[config.mk]
export PLATFORM = sky130hd
export DESIGN_NAME = video_src_switch
export DESIGN_NICKNAME = d
export VERILOG_FILES = /design/src/rtl/video_src_switch.sv
export SDC_FILE = /design/constraint.sdc
export NUM_CORES = 1
export LEC_CHECK = 0
export BUFFER_PORTS_ARGS = -buffer_cell sky130_fd_sc_hd__buf_2
export CAP_MARGIN = 20
export CORE_MARGIN = 3
export CORE_UTILIZATION = 40
export CTS_BUF_LIST = sky130_fd_sc_hd__clkbuf_16
export CTS_CLUSTER_DIAMETER = 120
export DETAILED_ROUTE_END_ITERATION = 8
export SLEW_MARGIN = 40
export SYNTH_ARGS = -nofsm -noshare
export SYNTH_HDL_FRONTEND = slang
export SYNTH_SLANG_ARGS = --single-unit
[constraint.sdc]
create_clock -name clk -period 3 [get_ports clk]
set_input_delay 0.6 -clock clk [delete_from_list [all_inputs] [get_ports clk]]
set_output_delay 0.6 -clock clk [all_outputs]
set_load 0.02 [all_outputs]
[src/rtl/video_src_switch.sv]
// N-channel video source selector for the frame DMA path.
// Switches only on frame starts and blanks on vsync loss.
module video_src_switch #(
  parameter int                NUM_CH       = 4,
  parameter int                DATA_W       = 16,
  parameter int                DEFAULT_CH   = 0,
  parameter bit                VS_POL       = 1'b1,
  parameter int                LOSS_TIMEOUT = 2**20,
  parameter logic [DATA_W-1:0] FILL         = '0,
  localparam int               CH_W         = $clog2(NUM_CH)
) (
  input  logic                     clk,
  input  logic                     rst,
  input  logic [CH_W-1:0]          sel_req,
  input  logic                     sel_valid,
  input  logic [NUM_CH-1:0]        ch_vs,
  input  logic [NUM_CH-1:0]        ch_de,
  input  logic [NUM_CH*DATA_W-1:0] ch_data,
  output logic                     out_vs,
  output logic                     out_de,
  output logic [DATA_W-1:0]        out_data,
  output logic [CH_W-1:0]          cur_sel,
  output logic                     switching,
  output logic                     sel_err,
  output logic [NUM_CH-1:0]        ch_alive,
  output logic [15:0]              frame_cnt
);

  localparam int CNT_W = $clog2(LOSS_TIMEOUT + 1);
  localparam logic [CNT_W-1:0] TO  = CNT_W'(LOSS_TIMEOUT);
  localparam logic [CH_W:0]    NCH = (CH_W+1)'(NUM_CH);
  localparam logic [CH_W-1:0]  DEF = CH_W'(DEFAULT_CH);

  typedef enum logic [1:0] {
    PASS,
    WAIT_NEW,
    BLANK
  } state_t;

  state_t            state;
  state_t            state_n;
  logic [CH_W-1:0]   cur_n;
  logic [CH_W-1:0]   tgt;
  logic [CH_W-1:0]   tgt_n;
  logic              pend;
  logic              pend_n;
  logic [NUM_CH-1:0] vs_act;
  logic [NUM_CH-1:0] vs_q;
  logic [NUM_CH-1:0] fs;
  logic [CNT_W-1:0]  cnt [NUM_CH];
  logic              req_bad;
  logic              req_ok;
  logic              fsc;
  logic              dead;
  logic              sel_vs;
  logic              sel_de;
  logic [DATA_W-1:0] sel_data;

  assign vs_act = VS_POL ? ch_vs : ~ch_vs;

  // Edge history keeps tracking through reset so no false edge follows it
  always_ff @(posedge clk) begin
    vs_q <= vs_act;
  end

  assign fs       = vs_act & ~vs_q;
  assign req_bad  = sel_valid && ({1'b0, sel_req} >= NCH);
  assign req_ok   = sel_valid && !req_bad;
  assign fsc      = fs[cur_sel];
  assign dead     = !ch_alive[cur_sel];
  assign sel_vs   = ch_vs[cur_sel];
  assign sel_de   = ch_de[cur_sel];
  assign sel_data = ch_data[cur_sel*DATA_W +: DATA_W];

  always_comb begin
    state_n = state;
    cur_n   = cur_sel;
    pend_n  = pend;
    tgt_n   = tgt;
    unique case (state)
      PASS: begin
        if (req_ok) begin
          pend_n = (sel_req != cur_sel);
          tgt_n  = sel_req;
        end
        if (fsc && pend_n) begin
          state_n = WAIT_NEW;
          cur_n   = tgt_n;
          pend_n  = 1'b0;
        end else if (dead && !fsc) begin
          state_n = BLANK;
          pend_n  = 1'b0;
        end
      end
      WAIT_NEW: begin
        if (req_ok) begin
          cur_n = sel_req;
        end else if (fsc) begin
          state_n = PASS;
        end else if (dead) begin
          state_n = BLANK;
        end
      end
      BLANK: begin
        if (req_ok) begin
          cur_n   = sel_req;
          state_n = WAIT_NEW;
        end else if (fsc) begin
          state_n = PASS;
        end
      end
      default: state_n = WAIT_NEW;
    endcase
  end

  always_ff @(posedge clk) begin
    if (rst) begin
      state     <= WAIT_NEW;
      cur_sel   <= DEF;
      tgt       <= DEF;
      pend      <= 1'b0;
      out_vs    <= ~VS_POL;
      out_de    <= 1'b0;
      out_data  <= '0;
      switching <= 1'b1;
      sel_err   <= 1'b0;
      frame_cnt <= '0;
    end else begin
      state     <= state_n;
      cur_sel   <= cur_n;
      tgt       <= tgt_n;
      pend      <= pend_n;
      sel_err   <= req_bad;
      switching <= (state_n != PASS) || pend_n;
      // Forward only when the decision for this cycle lands in PASS
      if (state_n == PASS) begin
        out_vs   <= sel_vs;
        out_de   <= sel_de;
        out_data <= sel_data;
      end else begin
        out_vs   <= ~VS_POL;
        out_de   <= 1'b0;
        out_data <= FILL;
      end
      if (state_n == PASS && fsc) begin
        frame_cnt <= frame_cnt + 16'd1;
      end
    end
  end

  always_ff @(posedge clk) begin
    if (rst) begin
      ch_alive <= '1;
      for (int k = 0; k < NUM_CH; k++) begin
        cnt[k] <= '0;
      end
    end else begin
      for (int k = 0; k < NUM_CH; k++) begin
        if (fs[k]) begin
          cnt[k]      <= '0;
          ch_alive[k] <= 1'b1;
        end else if (cnt[k] != TO) begin
          cnt[k] <= cnt[k] + 1'b1;
          if (cnt[k] == TO - 1'b1) begin
            ch_alive[k] <= 1'b0;
          end
        end
      end
    end
  end

endmodule
* Word-level counts from Yosys, hierarchy flattened *
Memories as Yosys holds them, arrays and structs flattened.
Index checks and enable logic that the tools add are counted.

operators by class
  $lt $le $gt $ge = 1
  reduce and logical (&&, ||, !) cells = 21
  multiplexer cells = 63
  bitwise gates (word level) = 11
  equal/unequal tests = 13
  div/mod/pow operators = 0
  $add $sub $neg = 5
  shifts and indexed selects = 1
  $mul = 0

operators by type and width
  operator                                                                      number
  21-bit 2-to-1 mux                                                             8
  21-bit by 1-bit adder with 21-bit output, second input constant               4
  21-bit by 20-bit equality test with 1-bit output, second input constant       4
  21-bit inequality test, second input constant                                 4
  64-bit by 7-bit variable part select with 16-bit output                       1
  1-bit 2-to-1 mux                                                              39
  2-bit 2-to-1 mux                                                              10
  16-bit by 1-bit adder with 16-bit output, second input constant               1
  2-bit OR reduction                                                            6
  1-bit binary-select mux with 2-bit select                                     4
  1-bit OR                                                                      8
  2-bit AND reduction                                                           4
  2-bit case mux with 3 select lines                                            1
  4-bit AND                                                                     1
  2-bit zero test                                                               2
  4-bit NOT                                                                     1
  2-bit case mux with 2 select lines                                            1
  2-bit nonzero test                                                            2
  1-bit logical AND                                                             3
  2-bit by 3-bit less-than comparator with 1-bit output, second input constant  1
  3-bit AND reduction                                                           1
  2-bit by 1-bit equality test with 1-bit output, second input constant         1
  2-bit equality test, second input constant                                    1
  1-bit zero test                                                               2
  5 further kinds                                                               5

storage, ports and cells
  input bits = 77
  memory bits (writable) = 84
  bits in read-only memories = 0
  memories kept = 1
  register bits = 50
  latch bits = 0

memory list
  name  depth  bits a word  rd ports  clocked after Yosys merged registers in  write ports  RTL line  source
  cnt   4      21           4         0                                        4            50        logic [CNT_W-1:0] cnt [NUM_CH];

* Logic depth before layout (Yosys ltp) *
Gate-level depths: netlist (run 1).

  depth in word-level cells = 12
  gate-level depth with buffers = 9

* Worst setup path before layout (run 1) *
No wires, ideal clock.

  path type = reg-to-reg
  start = reg state[0]
  end = reg frame_cnt[14]
  cell stages (with the launch flop) = 9
  arrival = 2.165 ns
  clock period less this slack = 2.289 ns
  setup slack = 0.711 ns
  buffers on the path = 1
  path through = dfxtp_1 inv_1 ha_1 a21o_1 o2bb2ai_1 or4b_1 buf_2 nor4_1 mux2_1

between the ends
  cells in the longest elaborated chain, start to end = 6
  elaborated cells on any way between the ends = 13
  those cells by class = eq/ne (2); mux (8); reduce/logical (3)

ends and longest elaborated chain
  what                                    RTL line  source
  start, declared                         40        state_t state;
  start signal, assigned                  129       state <= state_n;
  2-bit 2-to-1 mux                        100       end else if (dead) begin
  2-bit 2-to-1 mux                        98        end else if (fsc) begin
  2-bit 2-to-1 mux                        96        if (req_ok) begin
  2-bit case mux with 3 select lines (*)  80        unique case (state)
  2-bit zero test (*)                     145       if (state_n == PASS && fsc) begin
  1-bit logical AND (*)                   145
  end signal, assigned                    146       frame_cnt <= frame_cnt + 16'd1;
  end, declared                           26        output logic [15:0] frame_cnt

Mark *: on every way between the ends. The rest lies on a longest branch, timed or not.
A chain may end at the register's enable or synchronous reset.

* Worst setup path after layout (run 1) *
Ends and elaborated chain as after synthesis.

==> reports/qor_table.md, run 1 <==
| Metric | Value |
| --- | --- |
| Total CTS buffers | 17 |
| Vias in the first global route | 5819 |
| Max Clock Freq | 363 MHz |
| Required time of the critical path | 3310 ps |
| Core Footprint | 17500 µm² |
| Initial core utilization | 41.4% |
| Count of unresolved DRC violations after routing | 0 |
| Category of the critical setup timing path | reg2reg |
| Mapped Cells | 710 |
| Setup bufs post-CTS | 0 |
| Cells along the critical path | inv_1 > ha_1 > a21oi_1 > o2bb2ai_1 > or4b_1 > nor4_1 > mux2_1 |
| Final setup fails | 0 |
| Cts-stage hold buffer count | 0 |
| Vias post-DR | 5831 |
| Count of unique library cells instantiated by Yosys | 59 |
| Max Cap Violations | 0 |
| Source-to-sink clock delay at the later pin of the worst-skew pair | 430 ps |
| Avg Inst Size Synth | 10.2 µm² |
| Aggregate global routing overflow | 0 |
| Number of antenna repair diodes | 0 |
| Outcome | complete, no violations |
| Buffers & Inverters on Critical Path | 1 |
| Worst-case vdd ir drop | 0.415 mV |
| Avg Vias per Cell | 5.47 |
| HPWL after detailed placement | 12700 µm |
| Hold-critical path endpoint | vs_q[1]$_DFF_P_ |
| Layout Cells excl Fill | 1066 |
| Total global routing track utilization | 17.9% |
| Detail-routed net length per standard cell | 16.5 µm |
| Beginning of the worst register-to-register path | state[0]$_SDFF_PP1_ |
| WL final | 17500 µm |
| Max-slew violations | 0 |
| Async SR Flop Fraction | 0% |
| Worst Hold Launch | ch_vs[1] |
| Final RePlAce weighted congestion | 0.858 |
| Worst reg-to-reg setup slack | 250 ps |
| Time the final worst path needs with I/O delays and setup | 2750 ps |
| Die height | 141 µm |
| Tcrit/Tclk final | 91.8% |
| End of the worst register-to-register path | frame_cnt[14]$_SDFFE_PP0P_ |
| Commonest non-fill, non-tap cell in the layout | buf_2 |
| # fillers | 1600 |
| Number of cells on the worst hold path | 1 |
| Least setup slack across all paths after layout | 246 ps |
| Maximum number of pins on one net before global-route repair | 28 |
| Class of the tightest hold or removal check | in2reg |
| CTS root buffer | clkbuf_16 |
| Post-synth top area cell | edfxtp_1 |
| Synth top area cells | edfxtp_1 (35%), dfxtp_1 (14%), mux4_2 (5.6%), nor2_1 (4.9%), xnor2_1 (4.1%) |
| Number of sinks handled by clock tree synthesis | 134 |
| Synth Warn # | 0 |
| Arrival time worst endpoint | 3060 ps |
| Leading cell types in the layout, fill and taps excluded | buf_2 (117), nor2_1 (94), edfxtp_1 (84) |
| Detailed-routing iteration count for the pre-antenna-repair pass | 4 |
| Type of origin of the critical path | flop |
| Detail Route Antenna Nets | 0 |
| Areal power density over the cells | 566 nW/µm² |
| Placed cell area | 8110 µm² |
| Post-synth net total | 800 |
| TritonCTS clock tree | built |
| Family of cells with the greatest summed delay on the critical path | simple AND/OR/NAND/NOR gates |
| Number of endpoints with negative hold slack in the final report | 0 |
| EDFF count, synth | 84 |
| Area of the die | 19800 µm² |
| Iteration-0 DRC Markers | 393 |
| Placement Setup Slack | 258 ps |
| Boundary Pins | 119 |
| Site row count | 48 |
| Top-area cell type share of the netlist area | 34.7% |
| Slew HR | 49.8% |
| Leakage power | 0.00346 µW |
| Maximum clock insertion buffer count | 2 |
| Length in cells of the worst reg-to-reg path | 7 |
| Critical-path cell with the highest stage delay | or4b_1 |
| Setup TNS | 0 ps |
| RSZ-0062 raised after global routing | false |
| Worst Setup End Kind | flop |
| Post-synthesis to final-layout area growth | 20.7% |
| Deepest level of the CTS H-tree | 4 |
| Number of port buffers | 117 |
| Die X-Extent | 141 µm |
| Main synth FF type | edfxtp_1 |
| Syn Std Cell Area | 7270 µm² |
| Final standard cell area without fillers | 8770 µm² |
| Antenna violations before repair | 0 |
| Sequential cell area fraction in the yosys report | 48.5% |
| Gates resized, CTS repair | 0 |
| Post-synthesis sequential element count | 134 |
| Largest driver fanout on the critical path | 17 |
| Worst clock skew | 8.10 ps |
| Largest stage delay, worst path | 730 ps |
| Placed insts | 1034 |
| Clock-pin slew on the worst setup and hold paths | 60 ps |
| Share of final-layout standard cells stronger than drive strength 1 | 23.1% |
| Total Nets Final | 918 |
| Wire length of the first global-routing pass | 28500 µm |
| Least-Margin Pin Slew | 747 ps |
## sequential cells by signal, indices dropped and copies added, names as in the netlist
register and cells:
cnt 84, frame_cnt 16, out_data 16, ch_alive 4, vs_q 4, cur_sel 2, state 2, tgt 2
out_de 1, out_vs 1, pend 1, switching 1
## layer usage
metal	global-route usage, %	vias up	wire length (µm)
met1	22.2	2790	7700
met2	30.2	177	8420
met5	0	-	0
met4	6.22	0	297
li1	-	2843	-
met3	4.58	21	1120
## how the worst max path moves through the flow
stage | start | to | slack [ps] | cells past startpoint
after floorplan | state[0]$_SDFF_PP1_ | frame_cnt[14]$_SDFFE_PP0P_ | 710 | 8
after global placement | state[0]$_SDFF_PP1_ | frame_cnt[14]$_SDFFE_PP0P_ | 400 | 7
after detailed placement | state[0]$_SDFF_PP1_ | frame_cnt[14]$_SDFFE_PP0P_ | 260 | 7
after CTS | state[0]$_SDFF_PP1_ | frame_cnt[14]$_SDFFE_PP0P_ | 250 | 7
after global routing | state[0]$_SDFF_PP1_ | frame_cnt[14]$_SDFFE_PP0P_ | 9 | 7
final | state[0]$_SDFF_PP1_ | frame_cnt[14]$_SDFFE_PP0P_ | 250 | 7
## final cells by class
| cell class | instances | area [µm²] | area share (%) |
|---|---|---|---|
| Timing Repair Buffer | 132 | 698 | 7.96 |
| Sequential cell | 134 | 3520 | 40.2 |
| Tap cell | 225 | 282 | 3.21 |
| Clock inverter | 15 | 234 | 2.67 |
| Clock buffer | 17 | 425 | 4.85 |
| Multi-Input combinational cell | 511 | 3490 | 39.7 |
| Inverter | 32 | 120 | 1.37 |
## cells in the mapped netlist, drive strengths merged, types with 2 or more instances
master,instances
a21bo,2
a21boi,2
a21o,2
a21oi,32
a31oi,2
and3,29
and4,9
and4bb,2
buf,9
clkbuf,24
dfxtp,50
edfxtp,84
ha,13
inv,32
mux2,7
mux2i,2
mux4,18
nand2,42
nand3,35
nand4,23
nor2,94
nor2b,7
nor3,11
nor4,23
nor4b,9
o21ai,24
o31ai,9
or3,19
or3b,2
or4,9
xnor2,34
xor2,33
## through the flow
step,hold WS [ps],util (%),power (µW)
3_5_place_dp,464,46.2,2660
6_report,316,50.0,4970
4_1_cts,301,50.0,5010
2_1_floorplan,436,-,2480
5_1_grt,298,50.0,5160
3_3_place_gp,453,46.2,2640
## power by group
group / switching [µW] / internal [µW]
Sequential: 51.0 / 2000
Combinational: 318 / 248
Clock: 802 / 1550
Total: 1170 / 3800
## cells by family (layout without fill, tap and decap cells)
logic type / after synthesis / count (layout) / share of synthesized area, %
compound gates: 82 / 82 / 6.71
xor+xnor: 67 / 67 / 8.08
fa+ha+maj: 13 / 13 / 2.24
buf+inv: 65 / 196 / 3.82
flops: 134 / 134 / 48.5
mux: 27 / 27 / 6.94
other cells: 1 / 1 / 0.0516
simple gates: 321 / 321 / 23.7
Note: power is estimated with default switching activity, not from simulation.
==> run 2: changes to the inputs <==
Settings changed: ABC_CLOCK_PERIOD_IN_PS set to 2400.
Clock period 3 ns to 2.4 ns, I/O delays scaled along.
==> run 2 against run 1 <==
Against the previous run:
- fmax is 18% higher
- via count is 0.48% higher
- global-route usage is 0.25 points lower
- critical path type unchanged
==> reports/qor_table.md, run 2 (synthesized netlist as in run 1, its figures left out) <==
| Metric | Value |
| --- | --- |
| Outcome | complete, no violations |
| Total global routing track utilization | 17.6% |
| Slew HR | 65.7% |
| Least-Margin Pin Slew | 511 ps |
| Worst Setup End Kind | flop |
| Arrival time worst endpoint | 2690 ps |
| Max Clock Freq | 427 MHz |
| Number of flip-flops in the largest register | 84 |
| Detail Route Antenna Nets | 0 |
| Commonest non-fill, non-tap cell in the layout | buf_2 |
| Biggest register | cnt |
| Placement Setup Slack | -16.3 ps |
| Clock group share of total power | 40.8% |
| Maximum clock insertion buffer count | 2 |
| Areal power density over the cells | 642 nW/µm² |
| Area of the die | 19800 µm² |
| Required time of the critical path | 2750 ps |
| Registers with the most flip-flops | cnt x84, frame_cnt x16, out_data x16 |
| Least setup slack across all paths after layout | 59.5 ps |
| Worst hold margin | 211 ps |
| Initial core utilization | 41.4% |
| Pint | 4250 µW |
| Beginning of the worst register-to-register path | state[1]$_SDFF_PP0_ |
| Type of origin of the critical path | flop |
| Avg Vias per Cell | 5.39 |
| Grt met2 use | 30.9% |
| Category of the critical setup timing path | reg2reg |
| Worst Hold Launch | ch_vs[1] |
| Pwr Total | 5660 µW |
| Source-to-sink clock delay at the later pin of the worst-skew pair | 420 ps |
| Tcrit/Tclk final | 97.5% |
| Leading cell types in the layout, fill and taps excluded | buf_2 (118), nor2_1 (94), edfxtp_1 (84) |
| Aggregate global routing overflow | 0 |
| Max Cap Violations | 0 |
| Fraction of power spent switching nets | 25.0% |
| Setup TNS | 0 ps |
| # fillers | 1611 |
| Worst clock skew | 6.09 ps |
| Final setup fails | 0 |
| Met1 track demand over resource in global routing | 20.8% |
| Psw | 1410 µW |
| Site row count | 48 |
| Post-synthesis to final-layout area growth | 21.3% |
| Number of sinks handled by clock tree synthesis | 134 |
| Time the final worst path needs with I/O delays and setup | 2340 ps |
| Class of the tightest hold or removal check | in2reg |
| Proportion of power drawn by combinational gates | 14.1% |
| Clock-pin slew on the worst setup and hold paths | 50 ps |
| Wire length of the first global-routing pass | 28500 µm |
| Maximum number of pins on one net before global-route repair | 25 |
| WL final | 17400 µm |
| Iteration-0 DRC Markers | 365 |
| TritonCTS clock tree | built |
| Die height | 141 µm |
| Count of unresolved DRC violations after routing | 0 |
| Antenna violations before repair | 2 |
| Vias in the first global route | 5865 |
| Deepest level of the CTS H-tree | 4 |
| Worst reg-to-reg setup slack | 60 ps |
| Worst-case vdd ir drop | 0.522 mV |
| Largest driver fanout on the critical path | 7 |
| Leakage power | 0.00352 µW |
| Max-slew violations | 0 |
| Final RePlAce weighted congestion | 0.860 |
| Most Crowded Layer GR | met2 |
| Total CTS buffers | 17 |
| Core Footprint | 17500 µm² |
| Number of endpoints with negative hold slack in the final report | 0 |
| CTS root buffer | clkbuf_16 |
| Number of port buffers | 117 |
| Detailed-routing iteration count for the pre-antenna-repair pass | 5 |
| Placed cell area | 8250 µm² |
| Share of final-layout standard cells stronger than drive strength 1 | 24.5% |
| Detail-routed net length per standard cell | 16.0 µm |
| Vias post-DR | 5859 |
| HPWL after detailed placement | 12900 µm |
| Total Nets Final | 938 |
| Boundary Pins | 119 |
| Die X-Extent | 141 µm |
| Power share of the sequential group | 45.1% |
| Setup crit start | state[1]$_SDFF_PP0_ |
| GR Util met3 | 4.58% |
| Final standard cell area without fillers | 8810 µm² |
[run 2: stage by stage]
| stage | utilization (%) | cells |
|---|---|---|
| floorplan | - | 710 |
| global placement | 47.0 | 1053 |
| detailed placement | 47.0 | 1053 |
| CTS | 50.0 | 1085 |
| global route | 50.3 | 1088 |
| finish | 50.3 | 1088 |
[run 2: worst paths after layout]
check,end,depth (start not counted)
setup / recovery,frame_cnt[4]$_SDFFE_PP0P_,8
hold / removal,vs_q[1]$_DFF_P_,1
setup reg to reg,frame_cnt[4]$_SDFFE_PP0P_,8
hold reg to reg,tgt[1]$_SDFFE_PP0P_,2
[run 2: area by class of cell]
class / count / area (µm²) / share of cell area, %
sequential: 134 / 3530 / 40.0
multi-input combinational: 511 / 3520 / 39.9
timing repair buffer: 152 / 853 / 9.68
clock buffer: 17 / 425 / 4.83
tap: 225 / 282 / 3.19
inverter: 32 / 120 / 1.36
clock inverter: 15 / 86.3 / 0.980
antenna: 2 / 5.00 / 0.0568
[run 2: power groups by stage]
stage | Sequential (µW) | Clock (µW) | Combinational [µW]
after floorplan | 2650 | 0 | 442
after global placement | 2590 | 0 | 744
after detailed placement | 2600 | 0 | 767
after CTS | 2550 | 2360 | 773
after global routing | 2560 | 2470 | 875
final | 2550 | 2310 | 801
[run 2: worst max-delay path, cell delays in order, from the launching register on]
cell	delay, ps
dfxtp_1	310
buf_4	150
ha_2	190
a21o_1	180
o2bb2ai_1	150
or4b_4	520
buf_6	150
or4_1	470
a21oi_1	150
[run 2: timing repair]
action                     CTS  global route
hold buffers                 0             0
gates cloned                 0             1
resized for setup            1            10
buffers inserted             0             0
setup endpoints to repair    1            17
[run 2: routing by layer]
metal | share of wire, % | wire [µm]
met3 | 5.9 | 1030
met4 | 1.7 | 299
met5 | 0 | 0
met2 | 50 | 8650
met1 | 43 | 7450
==> run 3: changes to the inputs <==
Settings changed: ABC_CLOCK_PERIOD_IN_PS 2400 to 2029.
Clock period 2.4 ns to 2.03 ns, I/O delays scaled along.
==> run 3 against run 2 <==
Against the previous run:
- global-route usage shrank 0.28 points
- cell count grew 4.8%
- largest power group unchanged
- critical path type unchanged
- non-clock buffer count rose by 54
- combinational power up 65%
- the flow now finishes with violations (setup timing)
- worst hold slack better by 8.9 ps
- first-iteration DRC count is 1.9% lower
==> reports/qor_table.md, run 3 (synthesized netlist as in run 1, its figures left out) <==
| Metric | Value |
| --- | --- |
| Worst clock skew | 12.8 ps |
| Boundary Pins | 119 |
| Share of final-layout standard cells stronger than drive strength 1 | 33.2% |
| Total CTS buffers | 17 |
| Antenna violations before repair | 3 |
| Arrival time worst endpoint | 2550 ps |
| Number of port buffers | 117 |
| Final standard cell area without fillers | 9570 µm² |
| Registers with the most flip-flops | cnt x84, frame_cnt x16, out_data x16 |
| Outcome | finished, violations left |
| Clock-pin slew on the worst setup and hold paths | 60 ps |
| Post-synthesis to final-layout area growth | 31.6% |
| Required time of the critical path | 2370 ps |
| Setup TNS | -3940 ps |
| Number of endpoints with negative hold slack in the final report | 0 |
| Violated checks | setup timing |
| Placed cell area | 8600 µm² |
| Maximum clock insertion buffer count | 2 |
| Leading cell types in the layout, fill and taps excluded | buf_2 (117), nor2_1 (94), edfxtp_1 (84) |
| Number of sinks handled by clock tree synthesis | 134 |
| Number of antenna repair diodes | 0 |
| Area of the die | 19800 µm² |
| Maximum number of pins on one net before global-route repair | 27 |
| WL final | 17900 µm |
| Total Nets Final | 992 |
| Site row count | 48 |
| Commonest non-fill, non-tap cell in the layout | buf_2 |
| Area of the multi-input gates | 3720 µm² |
| Initial core utilization | 41.4% |
| Worst-case vdd ir drop | 0.614 mV |
| Cts-stage hold buffer count | 0 |
| Leakage power | 0.00388 µW |
| Areal power density over the cells | 755 nW/µm² |
| Max-slew violations | 0 |
| Count of unresolved DRC violations after routing | 0 |
| Vias post-DR | 6155 |
| Die height | 141 µm |
| CTS root buffer | clkbuf_16 |
| Detail-routed net length per standard cell | 15.7 µm |
| Detail Route Antenna Nets | 0 |
| Vias in the first global route | 5944 |
| Number of flip-flops in the largest register | 84 |
| Core Footprint | 17500 µm² |
| Final RePlAce weighted congestion | 0.861 |
| Max Clock Freq | 453 MHz |
| Final setup fails | 37 |
| Iteration-0 DRC Markers | 358 |
| Wire length of the first global-routing pass | 28000 µm |
| Die X-Extent | 141 µm |
| Category of the critical setup timing path | reg2reg |
| Detailed-routing iteration count for the pre-antenna-repair pass | 5 |
| Least setup slack across all paths after layout | -178 ps |
| Total global routing track utilization | 17.3% |
| Worst hold margin | 220 ps |
| Biggest register | cnt |
| Deepest level of the CTS H-tree | 4 |
| RSZ-0062 raised after global routing | true |
| Max Cap Violations | 0 |
| Largest driver fanout on the critical path | 7 |
| Time the final worst path needs with I/O delays and setup | 2210 ps |
| Aggregate global routing overflow | 0 |
| # fillers | 1540 |
| Class of the tightest hold or removal check | in2reg |
| Avg Vias per Cell | 5.40 |
| HPWL after detailed placement | 12600 µm |
| Source-to-sink clock delay at the later pin of the worst-skew pair | 420 ps |
| Worst Setup End Kind | flop |
| Type of origin of the critical path | flop |
| Tcrit/Tclk final | 109% |
| Sequential cell area | 3540 µm² |
| TritonCTS clock tree | built |
## run 3: stage by stage
stage	power [µW]	worst slack [ps]	instances	util [%]
after floorplan	3720	-107	710	-
after global placement	4070	-195	1086	49.0
after detailed placement	4100	-241	1086	49.0
after CTS	7200	-193	1136	53.5
after global routing	7510	-260	1140	54.6
final	7230	-178	1140	54.6
## run 3: critical path, cell delays in order, from the launching register on
cell	delay (ps)
dfxtp_4	370
inv_4	50
ha_4	170
a21o_1	180
o2bb2ai_2	130
or4b_4	530
buf_6	150
or4_4	410
a21oi_2	140
## run 3: report_power, final
group,switching [µW],internal (µW)
clock network,1150,1740
registers,59.3,2960
logic,626,690
## run 3: timing repair
| item | in CTS | in global routing |
|---|---|---|
| pin swaps | 11 | 11 |
| gates resized for setup | 18 | 26 |
| endpoints found under the setup margin | 35 | 105 |
| buffers inserted | 15 | 3 |
| hold endpoints to repair | 0 | 0 |
| cloned | 3 | 1 |
## run 3: cell type report
| class | instances | area share, % |
|---|---|---|
| sequential | 134 | 37.0 |
| timing repair buffer | 206 | 14.1 |
| inverter | 32 | 1.31 |
| clock buffer | 18 | 4.71 |
| tap | 225 | 2.94 |
| multi-input combinational | 511 | 38.9 |
| clock inverter | 14 | 1.12 |
## run 3: worst paths after layout
| path | start | to | slack (ps) | cells after the start |
|---|---|---|---|---|
| hold / removal | ch_vs[1] | vs_q[1]$_DFF_P_ | 220 | 2 |
| setup reg to reg | state[1]$_SDFF_PP0_ | frame_cnt[8]$_SDFFE_PP0P_ | -180 | 8 |
| setup / recovery | state[1]$_SDFF_PP0_ | frame_cnt[8]$_SDFFE_PP0P_ | -180 | 8 |
| hold reg to reg | tgt[1]$_SDFFE_PP0P_ | tgt[1]$_SDFFE_PP0P_ | 460 | 2 |
## run 3: per-layer routing
layer,wire (µm),global-route usage (%),vias up
li1,-,-,2997
met1,7700,21.2,2976
met2,8950,29.6,151
met3,1070,5.53,25
met4,199,4.54,6
met5,22,0,-
